==> src/rtl/btn_pkg.sv <==
// Shared types and helpers for the button event decoder.
package btn_pkg;

  // Decoder states: idle, held short, held long, waiting for a second press.
  typedef enum logic [1:0] {
    StIdle    = 2'd0,
    StPressed = 2'd1,
    StLong    = 2'd2,
    StWait2   = 2'd3
  } button_state_t;

  // Largest of three cycle counts; sizes the shared phase counter.
  function automatic int unsigned max3(input int unsigned a, input int unsigned b,
                                       input int unsigned c);
    int unsigned m;
    m = (a > b) ? a : b;
    return (m > c) ? m : c;
  endfunction

endpackage

==> src/rtl/edge_detect.sv <==
// Rise/fall detector for a clk-synchronous level. Edges are masked for the
// first cycle after reset so a level held through reset is not seen as an edge.
module edge_detect (
  input  logic clk,
  input  logic rst,
  input  logic btn_in,
  output logic rise,
  output logic fall
);

  logic prev_q;
  logic armed_q;

  // Previous-sample register and post-reset arm flag.
  always_ff @(posedge clk) begin
    if (rst) begin
      prev_q  <= 1'b0;
      armed_q <= 1'b0;
    end else begin
      prev_q  <= btn_in;
      armed_q <= 1'b1;
    end
  end

  assign rise = armed_q &  btn_in & ~prev_q;
  assign fall = armed_q & ~btn_in &  prev_q;

endmodule

==> src/rtl/button_event.sv <==
// Button gesture decoder: press/release, short/long, auto-repeat while held
// and double press. All outputs are registered one cycle after the edge.
module button_event
  import btn_pkg::*;
#(
  parameter int unsigned LONG_CYCLES   = 50_000_000,
  parameter int unsigned REPEAT_CYCLES = 10_000_000,
  parameter int unsigned DOUBLE_CYCLES = 25_000_000
) (
  input  logic clk,
  input  logic rst,
  input  logic btn_in,
  output logic press_pulse,
  output logic release_pulse,
  output logic short_pulse,
  output logic long_pulse,
  output logic repeat_pulse,
  output logic double_pulse,
  output logic held
);

  localparam int unsigned CntW = $clog2(max3(LONG_CYCLES, REPEAT_CYCLES, DOUBLE_CYCLES)) + 1;
  // Thresholds are compared one cycle early because the pulse is registered.
  localparam logic [CntW-1:0] LongLast = CntW'(LONG_CYCLES - 1);
  localparam logic [CntW-1:0] RepLast  = CntW'(REPEAT_CYCLES - 1);
  localparam logic [CntW-1:0] DblLast  = CntW'(DOUBLE_CYCLES - 1);
  localparam logic [CntW-1:0] CntMax   = {CntW{1'b1}};

  button_state_t   state_q, state_d;
  logic [CntW-1:0] cnt_q, cnt_d;
  // Set when the current press came from WAIT2; its release must not re-arm.
  logic            no_win_q, no_win_d;
  logic            cnt_clr;
  logic            rise, fall;

  logic press_d, release_d, short_d, long_d, repeat_d, double_d, held_d;

  edge_detect u_edge_detect (
    .clk    (clk),
    .rst    (rst),
    .btn_in (btn_in),
    .rise   (rise),
    .fall   (fall)
  );

  // Next-state, counter and pulse decode; a fall always beats a threshold.
  always_comb begin
    state_d   = state_q;
    no_win_d  = no_win_q;
    held_d    = held;
    cnt_clr   = 1'b0;
    press_d   = 1'b0;
    release_d = 1'b0;
    short_d   = 1'b0;
    long_d    = 1'b0;
    repeat_d  = 1'b0;
    double_d  = 1'b0;

    unique case (state_q)
      StIdle: begin
        if (rise) begin
          state_d  = StPressed;
          press_d  = 1'b1;
          held_d   = 1'b1;
          no_win_d = 1'b0;
        end
      end
      StPressed: begin
        if (fall) begin
          release_d = 1'b1;
          short_d   = 1'b1;
          held_d    = 1'b0;
          state_d   = no_win_q ? StIdle : StWait2;
        end else if (cnt_q == LongLast) begin
          state_d = StLong;
          long_d  = 1'b1;
        end
      end
      StLong: begin
        if (fall) begin
          release_d = 1'b1;
          held_d    = 1'b0;
          state_d   = StIdle;
        end else if (cnt_q == RepLast) begin
          repeat_d = 1'b1;
          cnt_clr  = 1'b1;
        end
      end
      StWait2: begin
        if (rise) begin
          press_d  = 1'b1;
          double_d = 1'b1;
          held_d   = 1'b1;
          no_win_d = 1'b1;
          state_d  = StPressed;
        end else if (cnt_q == DblLast) begin
          state_d = StIdle;
        end
      end
      default: state_d = StIdle;
    endcase

    if (state_d != state_q) cnt_clr = 1'b1;

    if (cnt_clr || state_q == StIdle) begin
      cnt_d = '0;
    end else if (cnt_q == CntMax) begin
      cnt_d = cnt_q;
    end else begin
      cnt_d = cnt_q + 1'b1;
    end
  end

  // State, counter and registered outputs.
  always_ff @(posedge clk) begin
    if (rst) begin
      state_q       <= StIdle;
      cnt_q         <= '0;
      no_win_q      <= 1'b0;
      press_pulse   <= 1'b0;
      release_pulse <= 1'b0;
      short_pulse   <= 1'b0;
      long_pulse    <= 1'b0;
      repeat_pulse  <= 1'b0;
      double_pulse  <= 1'b0;
      held          <= 1'b0;
    end else begin
      state_q       <= state_d;
      cnt_q         <= cnt_d;
      no_win_q      <= no_win_d;
      press_pulse   <= press_d;
      release_pulse <= release_d;
      short_pulse   <= short_d;
      long_pulse    <= long_d;
      repeat_pulse  <= repeat_d;
      double_pulse  <= double_d;
      held          <= held_d;
    end
  end

endmodule

==> config.mk <==
export PLATFORM = sky130hd
export DESIGN_NAME = button_event
export DESIGN_NICKNAME = d
export VERILOG_FILES = /design/src/rtl/btn_pkg.sv /design/src/rtl/edge_detect.sv /design/src/rtl/button_event.sv
export SDC_FILE = /design/constraint.sdc
export NUM_CORES = 1
export LEC_CHECK = 0
export CORE_ASPECT_RATIO = 2
export CORE_MARGIN = 2
export CORE_UTILIZATION = 55
export DETAILED_ROUTE_END_ITERATION = 16
export HOLD_SLACK_MARGIN = 0.15
export PLACE_DENSITY = 0.74
export SETUP_SLACK_MARGIN = 0.02
export SLEW_MARGIN = 20
export SYNTH_ARGS = -nofsm -noshare
export SYNTH_HDL_FRONTEND = slang
export SYNTH_SLANG_ARGS = --single-unit
==> constraint.sdc <==
create_clock -name clk -period 5.3 [get_ports clk]
set_input_delay 0.795 -clock clk [delete_from_list [all_inputs] [get_ports clk]]
set_output_delay 0.795 -clock clk [all_outputs]
set_load 0.02 [all_outputs]
==> results.py <==
metrics = {
    "route": {
        "vias_per_cell": 6.10,
        "drt_iter0_drc": 67,
        "firstDrtPassIters": 4,
        "drt_wl_total_mm": 4.83,
        "dr_total_vias": 1861,
        "detail-route-antenna-nets": 0,
        "drcViolationCount": 0,
        "wl_per_cell_um": 15.8,
    },
    "outcome": {
        "status": "completed",
    },
    "floorplan": {
        "ios": 10,
        "dieArea_um2": 4360,
        "die_w_um": 47.7,
        "num_rows": 31,
        "coreArea_um2": 3650,
        "die_h_um": 91.4,
        "start_util": 0.577,
    },
    "clocking": {
        "cts_tree": "built",
        "root_buffer": "clkbuf_8",
        "cts.sinks": 39,
        "numCtsBuffers": 5,
        "clock_latency_ns": 0.29,
        "path_clk_slew_ns": 0.08,
        "htreeDepth": 2,
        "clk_path_buf_depth": 2,
        "cts_hold_buf": 0,
        "post_cts_resized": 0,
        "post-cts-setup-buffers": 0,
    },
    "worst_setup_path": {
        "worstPathBufferInverterCount": 1,
        "crit_chain": "clkdlybuf4s50_1 > and3b_1 > a311oi_1 > and2_1 > a21oi_2 > o211ai_4 > nor2_1",
        "crit_required_ns": 5.45,
        "crit_path_end_kind": "flop",
        "cp.arrival_ns": 3.09,
        "crit_type": "in -> reg",
        "start_kind": "primary input",
        "crit_path_max_incr_delay_ns": 0.62,
        "path_max_fanout": 27,
        "cpMaxStageDelayCell": "o211ai_4",
        "crit_family": "compound AO/OA/AOI/OAI gates",
    },
    "power": {
        "leakage_nw": 0.798,
        "power.density_nw_per_um2": 264,
        "irDropWorstVdd_v": 0.000217,
    },
    "grt": {
        "antenna_found_initial": 0,
        "overflow": 0,
        "top_usage_layer": "met2",
        "grt_max_degree": 28,
        "grt_pass1_wl_mm": 8.19,
        "use_met3": 0.0577,
        "grt_pass1_vias": 1791,
        "grt.total_usage": 0.258,
        "grtUsageMet1": 0.280,
        "use_met2": 0.422,
    },
    "min_path": {
        "hold_class": "reg -> reg",
    },
    "timing": {
        "worstMarginPinSlew_ns": 0.751,
        "finalHoldViolCount": 0,
        "fin_crit_sh": 0.555,
        "setup-tns-final_ns": 0,
        "final-setup-viol-count": 0,
        "rsz0062_at_grt": "no",
        "final_max_slew_viol_count": 0,
        "max_freq_mhz": 340,
        "fin_crit_ns": 2.94,
        "slew_headroom": 0.497,
        "clock_skew_ns": 0.00428,
    },
    "logic_synthesis": {
        "yosysWarnings": 0,
        "syn_area_um2": 2100,
        "async_flop_share": 0,
        "synth-seq-area-share": 0.371,
        "ys_types": 45,
        "synth_edf_count": 0,
        "synth_seq_cells": 39,
        "syn_nets": 255,
        "syn_inst": 247,
        "synth_flop_cell": "dfxtp_1",
        "synth_area_per_cell_um2": 8.51,
    },
    "placed_design": {
        "portBuffers": 9,
        "dp.cells": 297,
        "hpwl_mm": 3.50,
        "gp_congestion": 0.918,
    },
    "cells_and_area": {
        "final_core_util": 0.637,
        "drive_above_1_share": 0.0625,
        "num-nets-final": 263,
        "finalNonFillerCells": 305,
        "synthToLayoutAreaGrowth_pct": 10.5,
        "diodes": 0,
    },
    "run": {
        "maxCapViolCount": 0,
    },
}
==> power breakdown <==
group | internal [mW] | leakage, nW | total (mW) | switching [mW]
Sequential | 0.297 | 0.315 | 0.302 | 0.00483
Combinational | 0.0203 | 0.421 | 0.0556 | 0.0353
Clock | 0.152 | 0.0612 | 0.255 | 0.103
==> through the flow <==
step	worst slack, ns	total power, mW	hold WS [ns]	instance area [um2]
2_1_floorplan	3.06	0.351	0.478	2100
3_3_place_gp	2.14	0.362	0.468	2200
3_5_place_dp	2.07	0.363	0.478	2200
4_1_cts	2.37	0.617	0.497	2320
5_1_grt	2.22	0.636	0.540	2320
6_report	2.36	0.613	0.490	2320
==> layer usage <==
layer | vias to the layer above | share of wire | wire [um]
met3 | 25 | 0.044 | 213
met5 | - | 0 | 0
met1 | 851 | 0.37 | 1800
li1 | 912 | - | -
met4 | 0 | 0.049 | 238
met2 | 73 | 0.53 | 2580
==> cell families after synthesis <==
group                      Yosys count  synth area share
muxes                                5            0.0238
buffers and inverters               12            0.0304
DFF                                 39             0.371
and+or+nand+nor                    143             0.370
adders and majority gates            5            0.0298
xor gates and xnor gates            20            0.0833
AOI/OAI and AO/OA                   23            0.0911
==> synth_stat cells, drive strengths merged (2+ instances only) <==
master | count | area, um2
buf | 5 | 37.5
and3b | 2 | 17.5
xor2 | 17 | 149
or3 | 2 | 17.5
and4bb | 2 | 25.0
a311oi | 4 | 35.0
and2 | 2 | 12.5
nor3 | 4 | 20.0
and4b | 2 | 20.0
a21oi | 8 | 43.8
or4 | 2 | 15.0
and4 | 7 | 61.3
o211ai | 3 | 36.3
nor3b | 2 | 15.0
nor2 | 43 | 161
nor4 | 2 | 12.5
nand4b | 2 | 17.5
nand3b | 2 | 15.0
nand4 | 14 | 87.6
nand2 | 26 | 97.6
xnor2 | 3 | 26.3
dfxtp | 39 | 781
o21ai | 2 | 10.0
clkbuf | 3 | 11.3
and3 | 9 | 56.3
nand3 | 15 | 80.1
inv | 4 | 15.0
ha | 5 | 62.6
mux2i | 5 | 50.1
==> cells in the final DEF, fill, tap and decap left out, drive strengths merged, types with 2 or more instances in the layout <==
| cell | count |
|---|---|
| a21oi | 8 |
| a311oi | 4 |
| and2 | 2 |
| and3 | 9 |
| and3b | 2 |
| and4 | 7 |
| and4b | 2 |
| and4bb | 2 |
| clkbuf | 6 |
| clkdlybuf4s50 | 9 |
| dfxtp | 39 |
| ha | 5 |
| inv | 4 |
| mux2i | 5 |
| nand2 | 26 |
| nand3 | 15 |
| nand3b | 2 |
| nand4 | 14 |
| nand4b | 2 |
| nor2 | 43 |
| nor3 | 4 |
| nor3b | 2 |
| nor4 | 2 |
| o211ai | 3 |
| o21ai | 2 |
| or3 | 2 |
| or4 | 2 |
| xnor2 | 3 |
| xor2 | 17 |
==> state kept, by name, indices dropped and copies added (netlist names) <==
name                   cells
no_win_q                   1
u_edge_detect.prev_q       1
cnt_q                     27
short_pulse                1
press_pulse                1
long_pulse                 1
state_q                    2
release_pulse              1
double_pulse               1
repeat_pulse               1
u_edge_detect.armed_q      1
held                       1
==> worst paths after layout <==
check                                           start                    end  slack (ns)  depth (start not counted)
worst min register to register      held$_SDFFE_PP0P_      held$_SDFFE_PP0P_        0.49                          2
worst min-delay path                held$_SDFFE_PP0P_      held$_SDFFE_PP0P_        0.49                          2
worst max-delay path                           btn_in  cnt_q[3]$_SDFFE_PP0P_        2.36                          7
worst max register to register  cnt_q[0]$_SDFFE_PP0P_  cnt_q[3]$_SDFFE_PP0P_        2.53                          7
==> worst min-delay path, stage by stage, from the launching register on <==
cell	delay [ns]
dfxtp_1	0.33
a21oi_1	0.06
nor2_1	0.07
==> cell type report <==
class	instances	area, um2
Multi-Input combinational cell	196	1260
Clock buffer	6	82.6
Timing Repair Buffer	9	90.1
Sequential cell	39	781
Inverter	4	15.0
Fill cell	356	1320
Clock inverter	2	35.0
Tap cell	49	61.3
Power figures use the tool's default switching activity.
